$ cat src/rtl/uart_core_param.sv
`timescale 1ns/1ps
// uart_core_param: parameterised UART transmitter and receiver on one clock.
//   clk, reset_n          : rising-edge clock, asynchronous active-low reset
//   i_Tx_Valid/i_Tx_Byte  : word offered to the transmitter (valid/ready)
//   o_Tx_Ready            : transmitter idle and able to accept a word
//   o_Tx_Data             : serial line out, idle high (held high in loopback)
//   o_Tx_Active/o_Tx_Done : frame in progress / one-cycle end-of-frame pulse
//   i_Rx_Data             : asynchronous serial line in
//   i_Loopback            : route the internal TX line into the receiver
//   i_Rx_Read             : consumer takes the held received word
//   o_Rx_Valid/o_Rx_Byte  : held received word
//   o_Rx_Parity_Err       : parity mismatch on the held word
//   o_Rx_Frame_Err        : first stop bit sampled low on the held word
//   o_Rx_Overrun          : sticky, a completed word was dropped
module uart_core_param #(
   parameter int unsigned CLOCK_RATE    = 16000000,
   parameter int unsigned BAUD_RATE     = 500000,
   parameter int unsigned RX_OVERSAMPLE = 16,
   parameter int unsigned DATA_BITS     = 8,
   parameter int unsigned PARITY        = 0,
   parameter int unsigned STOP_BITS     = 1
) (
   input  logic                 clk,
   input  logic                 reset_n,
   input  logic                 i_Tx_Valid,
   input  logic [DATA_BITS-1:0] i_Tx_Byte,
   output logic                 o_Tx_Ready,
   output logic                 o_Tx_Data,
   output logic                 o_Tx_Active,
   output logic                 o_Tx_Done,
   input  logic                 i_Rx_Data,
   input  logic                 i_Loopback,
   input  logic                 i_Rx_Read,
   output logic                 o_Rx_Valid,
   output logic [DATA_BITS-1:0] o_Rx_Byte,
   output logic                 o_Rx_Parity_Err,
   output logic                 o_Rx_Frame_Err,
   output logic                 o_Rx_Overrun
);

   localparam int unsigned BIT_DIV  = CLOCK_RATE / BAUD_RATE;
   localparam int unsigned SMP_DIV  = CLOCK_RATE / (BAUD_RATE * RX_OVERSAMPLE);
   localparam int unsigned BIT_CW   = (BIT_DIV > 1) ? $clog2(BIT_DIV) : 1;
   localparam int unsigned SMP_CW   = (SMP_DIV > 1) ? $clog2(SMP_DIV) : 1;
   localparam int unsigned TICK_CW  = $clog2(RX_OVERSAMPLE);
   localparam int unsigned IDX_CW   = $clog2(DATA_BITS);
   localparam logic        PAR_EN   = (PARITY != 0);
   localparam logic        PAR_ODD  = (PARITY == 2);

   // Refuse to build with unusable rate or frame parameters.
   if (SMP_DIV < 1 || RX_OVERSAMPLE < 4 || RX_OVERSAMPLE > 16 ||
       (RX_OVERSAMPLE % 2) != 0 || DATA_BITS < 5 || DATA_BITS > 9 ||
       PARITY > 2 || STOP_BITS < 1 || STOP_BITS > 2) begin : g_param_err
      $fatal(1, "uart_core_param: parameter out of range");
   end

   typedef enum logic [2:0] {
      TX_IDLE, TX_START, TX_DATA, TX_PARITY, TX_STOP
   } tx_state_e;

   typedef enum logic [2:0] {
      RX_IDLE, RX_START, RX_DATA, RX_PARITY, RX_STOP
   } rx_state_e;

   // ---------------------------------------------------------------- TX
   tx_state_e            tx_state_q, tx_state_d;
   logic [BIT_CW-1:0]    tx_cnt_q, tx_cnt_d;
   logic [IDX_CW-1:0]    tx_idx_q, tx_idx_d;
   logic [DATA_BITS-1:0] tx_shreg_q, tx_shreg_d;
   logic                 tx_par_q, tx_par_d;
   logic                 tx_stop_q, tx_stop_d;
   logic                 tx_line_q, tx_line_d;
   logic                 tx_pin_q, tx_pin_d;
   logic                 tx_ready_q, tx_ready_d;
   logic                 tx_active_q, tx_active_d;
   logic                 tx_done_q, tx_done_d;
   logic                 tx_bit_end_c;

   // TX next state; the line value is computed for the next state so the
   // registered line changes on the same edge as the state.
   always_comb begin : tx_next
      tx_state_d   = tx_state_q;
      tx_cnt_d     = tx_cnt_q;
      tx_idx_d     = tx_idx_q;
      tx_shreg_d   = tx_shreg_q;
      tx_par_d     = tx_par_q;
      tx_stop_d    = tx_stop_q;
      tx_line_d    = tx_line_q;
      tx_done_d    = 1'b0;
      tx_bit_end_c = (tx_cnt_q == BIT_CW'(BIT_DIV - 1));

      if (tx_state_q != TX_IDLE) begin
         tx_cnt_d = tx_bit_end_c ? '0 : tx_cnt_q + BIT_CW'(1);
      end

      case (tx_state_q)
         TX_IDLE: begin
            tx_cnt_d  = '0;
            tx_line_d = 1'b1;
            if (i_Tx_Valid) begin
               tx_shreg_d = i_Tx_Byte;
               tx_par_d   = (^i_Tx_Byte) ^ PAR_ODD;
               tx_line_d  = 1'b0;
               tx_state_d = TX_START;
            end
         end
         TX_START: begin
            if (tx_bit_end_c) begin
               tx_state_d = TX_DATA;
               tx_idx_d   = '0;
               tx_line_d  = tx_shreg_q[0];
            end
         end
         TX_DATA: begin
            if (tx_bit_end_c) begin
               if (tx_idx_q == IDX_CW'(DATA_BITS - 1)) begin
                  if (PAR_EN) begin
                     tx_state_d = TX_PARITY;
                     tx_line_d  = tx_par_q;
                  end else begin
                     tx_state_d = TX_STOP;
                     tx_stop_d  = 1'b0;
                     tx_line_d  = 1'b1;
                  end
               end else begin
                  // Shift so the next data bit always sits at index 1.
                  tx_idx_d   = tx_idx_q + IDX_CW'(1);
                  tx_shreg_d = tx_shreg_q >> 1;
                  tx_line_d  = tx_shreg_q[1];
               end
            end
         end
         TX_PARITY: begin
            if (tx_bit_end_c) begin
               tx_state_d = TX_STOP;
               tx_stop_d  = 1'b0;
               tx_line_d  = 1'b1;
            end
         end
         TX_STOP: begin
            if (tx_bit_end_c) begin
               if (tx_stop_q == 1'(STOP_BITS - 1)) begin
                  tx_state_d = TX_IDLE;
                  tx_done_d  = 1'b1;
               end else begin
                  tx_stop_d = 1'b1;
               end
               tx_line_d = 1'b1;
            end
         end
         default: begin
            tx_state_d = TX_IDLE;
            tx_line_d  = 1'b1;
         end
      endcase

      tx_ready_d  = (tx_state_d == TX_IDLE);
      tx_active_d = ~tx_ready_d;
      tx_pin_d    = i_Loopback | tx_line_d;
   end

   always_ff @(posedge clk or negedge reset_n) begin : tx_regs
      if (!reset_n) begin
         tx_state_q  <= TX_IDLE;
         tx_cnt_q    <= '0;
         tx_idx_q    <= '0;
         tx_shreg_q  <= '0;
         tx_par_q    <= 1'b0;
         tx_stop_q   <= 1'b0;
         tx_line_q   <= 1'b1;
         tx_pin_q    <= 1'b1;
         tx_ready_q  <= 1'b1;
         tx_active_q <= 1'b0;
         tx_done_q   <= 1'b0;
      end else begin
         tx_state_q  <= tx_state_d;
         tx_cnt_q    <= tx_cnt_d;
         tx_idx_q    <= tx_idx_d;
         tx_shreg_q  <= tx_shreg_d;
         tx_par_q    <= tx_par_d;
         tx_stop_q   <= tx_stop_d;
         tx_line_q   <= tx_line_d;
         tx_pin_q    <= tx_pin_d;
         tx_ready_q  <= tx_ready_d;
         tx_active_q <= tx_active_d;
         tx_done_q   <= tx_done_d;
      end
   end

   assign o_Tx_Ready  = tx_ready_q;
   assign o_Tx_Data   = tx_pin_q;
   assign o_Tx_Active = tx_active_q;
   assign o_Tx_Done   = tx_done_q;

   // ---------------------------------------------------------------- RX
   rx_state_e            rx_state_q, rx_state_d;
   logic [1:0]           sync_q, sync_d;
   logic                 rx_prev_q, rx_prev_d;
   logic [SMP_CW-1:0]    smp_cnt_q, smp_cnt_d;
   logic [TICK_CW-1:0]   rx_tcnt_q, rx_tcnt_d;
   logic [IDX_CW-1:0]    rx_idx_q, rx_idx_d;
   logic [DATA_BITS-1:0] rx_shreg_q, rx_shreg_d;
   logic                 rx_par_q, rx_par_d;
   logic                 rx_stop_q, rx_stop_d;
   logic                 rx_cmpl_q, rx_cmpl_d;
   logic                 rx_valid_q, rx_valid_d;
   logic [DATA_BITS-1:0] rx_byte_q, rx_byte_d;
   logic                 rx_perr_q, rx_perr_d;
   logic                 rx_ferr_q, rx_ferr_d;
   logic                 rx_ovr_q, rx_ovr_d;
   logic                 rx_bit_c;
   logic                 tick_c;
   logic                 tick_last_c;

   // Line select, 2-flop synchronizer and free-running sample-tick enable.
   always_comb begin : rx_front
      sync_d    = {sync_q[0], (i_Loopback ? tx_line_q : i_Rx_Data)};
      rx_bit_c  = sync_q[1];
      rx_prev_d = rx_bit_c;
      tick_c    = (smp_cnt_q == SMP_CW'(SMP_DIV - 1));
      smp_cnt_d = tick_c ? '0 : smp_cnt_q + SMP_CW'(1);
   end

   // RX next state; every sample point is counted in ticks from the
   // start-bit midpoint. Re-arming needs a fresh high-to-low edge, so a
   // line stuck low after a framing error is never mistaken for a start.
   always_comb begin : rx_next
      rx_state_d  = rx_state_q;
      rx_tcnt_d   = rx_tcnt_q;
      rx_idx_d    = rx_idx_q;
      rx_shreg_d  = rx_shreg_q;
      rx_par_d    = rx_par_q;
      rx_stop_d   = rx_stop_q;
      rx_cmpl_d   = 1'b0;
      tick_last_c = (rx_tcnt_q == TICK_CW'(RX_OVERSAMPLE - 1));

      case (rx_state_q)
         RX_IDLE: begin
            rx_tcnt_d = '0;
            if (rx_prev_q && !rx_bit_c) begin
               rx_state_d = RX_START;
            end
         end
         RX_START: begin
            if (tick_c) begin
               if (rx_tcnt_q == TICK_CW'(RX_OVERSAMPLE / 2 - 1)) begin
                  rx_tcnt_d  = '0;
                  rx_idx_d   = '0;
                  rx_state_d = rx_bit_c ? RX_IDLE : RX_DATA;
               end else begin
                  rx_tcnt_d = rx_tcnt_q + TICK_CW'(1);
               end
            end
         end
         RX_DATA: begin
            if (tick_c) begin
               if (tick_last_c) begin
                  rx_tcnt_d  = '0;
                  rx_shreg_d = {rx_bit_c, rx_shreg_q[DATA_BITS-1:1]};
                  if (rx_idx_q == IDX_CW'(DATA_BITS - 1)) begin
                     rx_state_d = PAR_EN ? RX_PARITY : RX_STOP;
                  end else begin
                     rx_idx_d = rx_idx_q + IDX_CW'(1);
                  end
               end else begin
                  rx_tcnt_d = rx_tcnt_q + TICK_CW'(1);
               end
            end
         end
         RX_PARITY: begin
            if (tick_c) begin
               if (tick_last_c) begin
                  rx_tcnt_d  = '0;
                  rx_par_d   = rx_bit_c;
                  rx_state_d = RX_STOP;
               end else begin
                  rx_tcnt_d = rx_tcnt_q + TICK_CW'(1);
               end
            end
         end
         RX_STOP: begin
            if (tick_c) begin
               if (tick_last_c) begin
                  rx_tcnt_d  = '0;
                  rx_stop_d  = rx_bit_c;
                  rx_cmpl_d  = 1'b1;
                  rx_state_d = RX_IDLE;
               end else begin
                  rx_tcnt_d = rx_tcnt_q + TICK_CW'(1);
               end
            end
         end
         default: rx_state_d = RX_IDLE;
      endcase
   end

   // Held-word register: a completing word beats a simultaneous read,
   // otherwise a completion while a word is held is dropped as overrun.
   always_comb begin : rx_hold
      rx_valid_d = rx_valid_q;
      rx_byte_d  = rx_byte_q;
      rx_perr_d  = rx_perr_q;
      rx_ferr_d  = rx_ferr_q;
      rx_ovr_d   = rx_ovr_q;

      if (i_Rx_Read && rx_valid_q) begin
         rx_valid_d = 1'b0;
         rx_perr_d  = 1'b0;
         rx_ferr_d  = 1'b0;
         rx_ovr_d   = 1'b0;
      end

      if (rx_cmpl_q) begin
         if (!rx_valid_q || i_Rx_Read) begin
            rx_valid_d = 1'b1;
            rx_byte_d  = rx_shreg_q;
            rx_perr_d  = PAR_EN & ((^rx_shreg_q) ^ rx_par_q ^ PAR_ODD);
            rx_ferr_d  = ~rx_stop_q;
         end else begin
            rx_ovr_d = 1'b1;
         end
      end
   end

   always_ff @(posedge clk or negedge reset_n) begin : rx_regs
      if (!reset_n) begin
         rx_state_q <= RX_IDLE;
         sync_q     <= 2'b11;
         rx_prev_q  <= 1'b1;
         smp_cnt_q  <= '0;
         rx_tcnt_q  <= '0;
         rx_idx_q   <= '0;
         rx_shreg_q <= '0;
         rx_par_q   <= 1'b0;
         rx_stop_q  <= 1'b0;
         rx_cmpl_q  <= 1'b0;
         rx_valid_q <= 1'b0;
         rx_byte_q  <= '0;
         rx_perr_q  <= 1'b0;
         rx_ferr_q  <= 1'b0;
         rx_ovr_q   <= 1'b0;
      end else begin
         rx_state_q <= rx_state_d;
         sync_q     <= sync_d;
         rx_prev_q  <= rx_prev_d;
         smp_cnt_q  <= smp_cnt_d;
         rx_tcnt_q  <= rx_tcnt_d;
         rx_idx_q   <= rx_idx_d;
         rx_shreg_q <= rx_shreg_d;
         rx_par_q   <= rx_par_d;
         rx_stop_q  <= rx_stop_d;
         rx_cmpl_q  <= rx_cmpl_d;
         rx_valid_q <= rx_valid_d;
         rx_byte_q  <= rx_byte_d;
         rx_perr_q  <= rx_perr_d;
         rx_ferr_q  <= rx_ferr_d;
         rx_ovr_q   <= rx_ovr_d;
      end
   end

   assign o_Rx_Valid      = rx_valid_q;
   assign o_Rx_Byte       = rx_byte_q;
   assign o_Rx_Parity_Err = rx_perr_q;
   assign o_Rx_Frame_Err  = rx_ferr_q;
   assign o_Rx_Overrun    = rx_ovr_q;

endmodule

$ cat config.mk
export PLATFORM = sky130hd
export DESIGN_NAME = uart_core_param
export DESIGN_NICKNAME = d
export VERILOG_FILES = /design/src/rtl/uart_core_param.sv
export SDC_FILE = /design/constraint.sdc
export NUM_CORES = 1
export LEC_CHECK = 0
export ABC_AREA = 1
export CAP_MARGIN = 5
export CORE_UTILIZATION = 56
export DETAILED_ROUTE_END_ITERATION = 8
export GPL_TIMING_DRIVEN = 0
export HOLD_SLACK_MARGIN = 0.06
export PLACE_DENSITY_LB_ADDON = 0.25
export SLEW_MARGIN = 15
export SYNTH_ARGS = -nofsm -noshare
export SYNTH_HDL_FRONTEND = slang
export SYNTH_SLANG_ARGS = --single-unit
$ cat constraint.sdc
create_clock -name clk -period 1.9 [get_ports clk]
set_clock_uncertainty 0.15 [all_clocks]
set_input_delay 0.38 -clock clk [delete_from_list [all_inputs] [get_ports clk]]
set_output_delay 0.38 -clock clk [all_outputs]
set_load 0.01 [all_outputs]
==> results.json <==
{
  "status": "complete, no violations",
  "tritoncts": "done",
  "via_per_inst": 5.072,
  "crit_arrival_ps": 1860,
  "io_pins": 30,
  "place_congestion": 0.9205,
  "post_synth_num_cell_types": 32,
  "p_seq_share_pct": 44.8,
  "synth-edff-count": 0,
  "crit_chain": "ha_1 -> nand2_1 -> nor2_4 -> ha_4 -> inv_1 -> o21ai_1 -> nand3_1 -> nor2_1 -> nand2b_1",
  "clk_latency_ps": 330,
  "p_total_uw": 3133,
  "layout_setup_ws_ps": 98.66,
  "path_max_fanout": 5,
  "wl_per_cell_um": 11.65,
  "n_antenna_cell": 0,
  "cp.depth": 9,
  "fp-row-count": 25,
  "drive_gt1_share_pct": 15.98,
  "comb_power_share_pct": 17.2,
  "synth_seq_area_share_pct": 53.86,
  "post_synth_instance_area_sq_um": 2801,
  "ant_nets": 0,
  "htree_levels": 3,
  "syn_to_final_growth_pct": 23.31,
  "die_area_sq_um": 5290,
  "netSwitchingFraction_pct": 29.56,
  "die-width_um": 72.73,
  "hold_viol": 0,
  "cts-root-buf": "clkbuf_8",
  "antenna_found_initial": 0,
  "slew_viol_final": 0,
  "worst_path_max_delay_cell": "dfrtp_1",
  "path_clk_slew_ps": 70,
  "timing.hold.ws_ps": 206.2,
  "vias": 2181,
  "grt_pass1_vias": 1998,
  "hold_class": "flip-flop to flip-flop",
  "io_buffers": 29,
  "crit_family": "simple AND/OR/NAND/NOR gates",
  "power_density_nw_per_um2": 907.0,
  "clock_sink_count": 60,
  "numCtsBuffers": 9,
  "postLayoutCellArea_sq_um": 3455,
  "ir_drop_v": 0.0005779,
  "floorplan.initialDensity_pct": 58.92,
  "min_path_cells": 0,
  "syn_area_per_cell_sq_um": 8.922,
  "p_switching_uw": 926.3,
  "synth_area_leaders": "dfrtp_1, nand2_1, dfstp_2, inv_1, nand3_1",
  "slew_headroom_pct": 51.24,
  "drv_cap": 0,
  "place_ws_ps": -80.58,
  "ys_top_cells_by_count": "nand2_1, dfrtp_1, inv_1",
  "path_class": "flip-flop to flip-flop",
  "ys_warn_count": 0,
  "synthArstFlopShare_pct": 100.0,
  "yosysTopAreaCell": "dfrtp_1",
  "yosysMostFrequentCell": "nand2_1",
  "drt_pass1_iterations": 4,
  "p_int_uw": 2207,
  "core-area_sq_um": 4755,
  "grt_start_max_net_pins": 61,
  "reg2reg_depth": 9,
  "start_kind": "flip-flop",
  "setup_viol": 0,
  "finalCritPeriodShare_pct": 94.81,
  "ys_seq_elements": 60,
  "synth_ff_type": "dfrtp_1",
  "clkPwrFrac_pct": 37.9,
  "post-route-drc-count": 0,
  "cp-end-kind": "flip-flop",
  "dp_hpwl_mm": 3.422,
  "p_leak_uw": 0.001677,
  "path_buf_inv": 1,
  "syn_inst": 314,
  "drt-total-wl_mm": 5.010,
  "tightest_slew_ps": 731.3,
  "tns_ps": 0,
  "grt_pass1_wl_mm": 8.680,
  "required_ps": 1960,
  "layout.nets": 380,
  "cp_slowest_stage_delay_ps": 350,
  "drt_iter0_markers": 164,
  "cts_buffer_depth": 2,
  "synth_top_area_share_pct": 48.24,
  "timing.fmax_mhz": 555.1,
  "syn_nets": 336,
  "n_fill_cell": 367,
  "fin_crit_ps": 1801,
  "groute.usage.overall_pct": 21.65,
  "dpl_cell_area_sq_um": 3173,
  "die_h_um": 72.73,
  "grt.overflow.total": 0
}
-- what timing repair did --
action / in CTS / in global routing
setup buffers: 1 / 2
resized for setup: 5 / 7
pin swaps: 1 / 2
endpoints found under the hold margin: 54 / 0
hold buffers: 1 / 0
endpoints found under the setup margin: 5 / 9
-- final timing paths --
| kind | start | slack [ps] | end |
|---|---|---|---|
| max | tx_cnt_q[0]$_DFF_PN0_ | 100 | o_Tx_Active$_DFF_PN0_ |
| min | sync_q[0]$_DFF_PN1_ | 210 | sync_q[1]$_DFF_PN1_ |
| max reg2reg | tx_cnt_q[0]$_DFF_PN0_ | 100 | o_Tx_Active$_DFF_PN0_ |
| min reg2reg | sync_q[0]$_DFF_PN1_ | 210 | sync_q[1]$_DFF_PN1_ |
| max in group asynchronous | reset_n | 620 | tx_cnt_q[2]$_DFF_PN0_ |
| min in group asynchronous | reset_n | 500 | rx_idx_q[0]$_DFFE_PN0P_ |
-- logic make-up after synthesis --
logic type	Yosys count	share of synthesized area, %
AOI/OAI and AO/OA	55	10.85
xor gates and xnor gates	1	0.3127
adders and majority gates	8	3.573
buffers and inverters	46	7.011
DFF	60	53.86
muxes	1	0.3573
and+or+nand+nor	143	24.03
-- placed cells by master, fill, tap and decap left out, types with 2 or more instances in the layout --
cell type         n
dfstp_2           6
dlygate4sd2_1     2
clkinvlp_4        2
inv_2             4
o211ai_1          6
nand4_1           4
buf_4             6
nor2_2            3
inv_1            37
ha_1              6
nor2_4            5
buf_6             2
clkbuf_8         11
nor2_1           19
nand2_1          75
o21ai_1          18
ha_4              2
a21oi_1           5
nand3_1          23
o21ai_0          21
nand2_2           6
dfrtp_1          54
nand3_2           2
clkdlybuf4s50_1  26
-- power by group through the flow --
stage          Sequential (uW)  Clock, uW  Combinational [uW]
4_1_cts                   1400       1210                 543
5_1_grt                   1410       1260                 613
3_5_place_dp              1430          0                 541
2_1_floorplan             1420          0                 391
6_report                  1400       1190                 540
3_3_place_gp              1420          0                 528
-- final cells by class --
class                           instances  area (sq um)  share of cell area (%)
Clock buffer                           11         151.4                   4.382
Sequential cell                        60          1509                   43.68
Multi-Input combinational cell        208          1137                   32.92
Clock inverter                          5         58.81                   1.702
Tap cell                               67         83.83                   2.427
Timing Repair Buffer                   33         317.8                   9.200
Inverter                               41         153.9                   4.455
Buffer                                  5         42.54                   1.231
-- state kept, by name, indices dropped and copies added (netlist names), 2 cells and up --
name,cells
o_Rx_Byte,8
rx_idx_q,3
rx_shreg_q,8
rx_state_q,3
rx_tcnt_q,4
sync_q,2
tx_cnt_q,5
tx_idx_q,3
tx_shreg_q,8
tx_state_q,3
-- layer usage --
layer | share of wire, % | vias to the layer above | wire [um] | GRT usage [%]
li1 | - | 1112 | - | -
met1 | 47 | 1021 | 2341 | 27.93
met2 | 49 | 40 | 2432 | 35.31
met3 | 3.2 | 8 | 161 | 4.972
met4 | 1.5 | 0 | 75 | 9.150
met5 | 0 | - | 0 | 0
-- through the flow --
| stage | utilization (%) | cells |
|---|---|---|
| 2_1_floorplan | - | 314 |
| 3_3_place_gp | 66.79 | 410 |
| 3_5_place_dp | 66.74 | 410 |
| 4_1_cts | 71.68 | 428 |
| 5_1_grt | 72.66 | 430 |
| 6_report | 72.66 | 430 |
(Power assumes the default switching activity.)
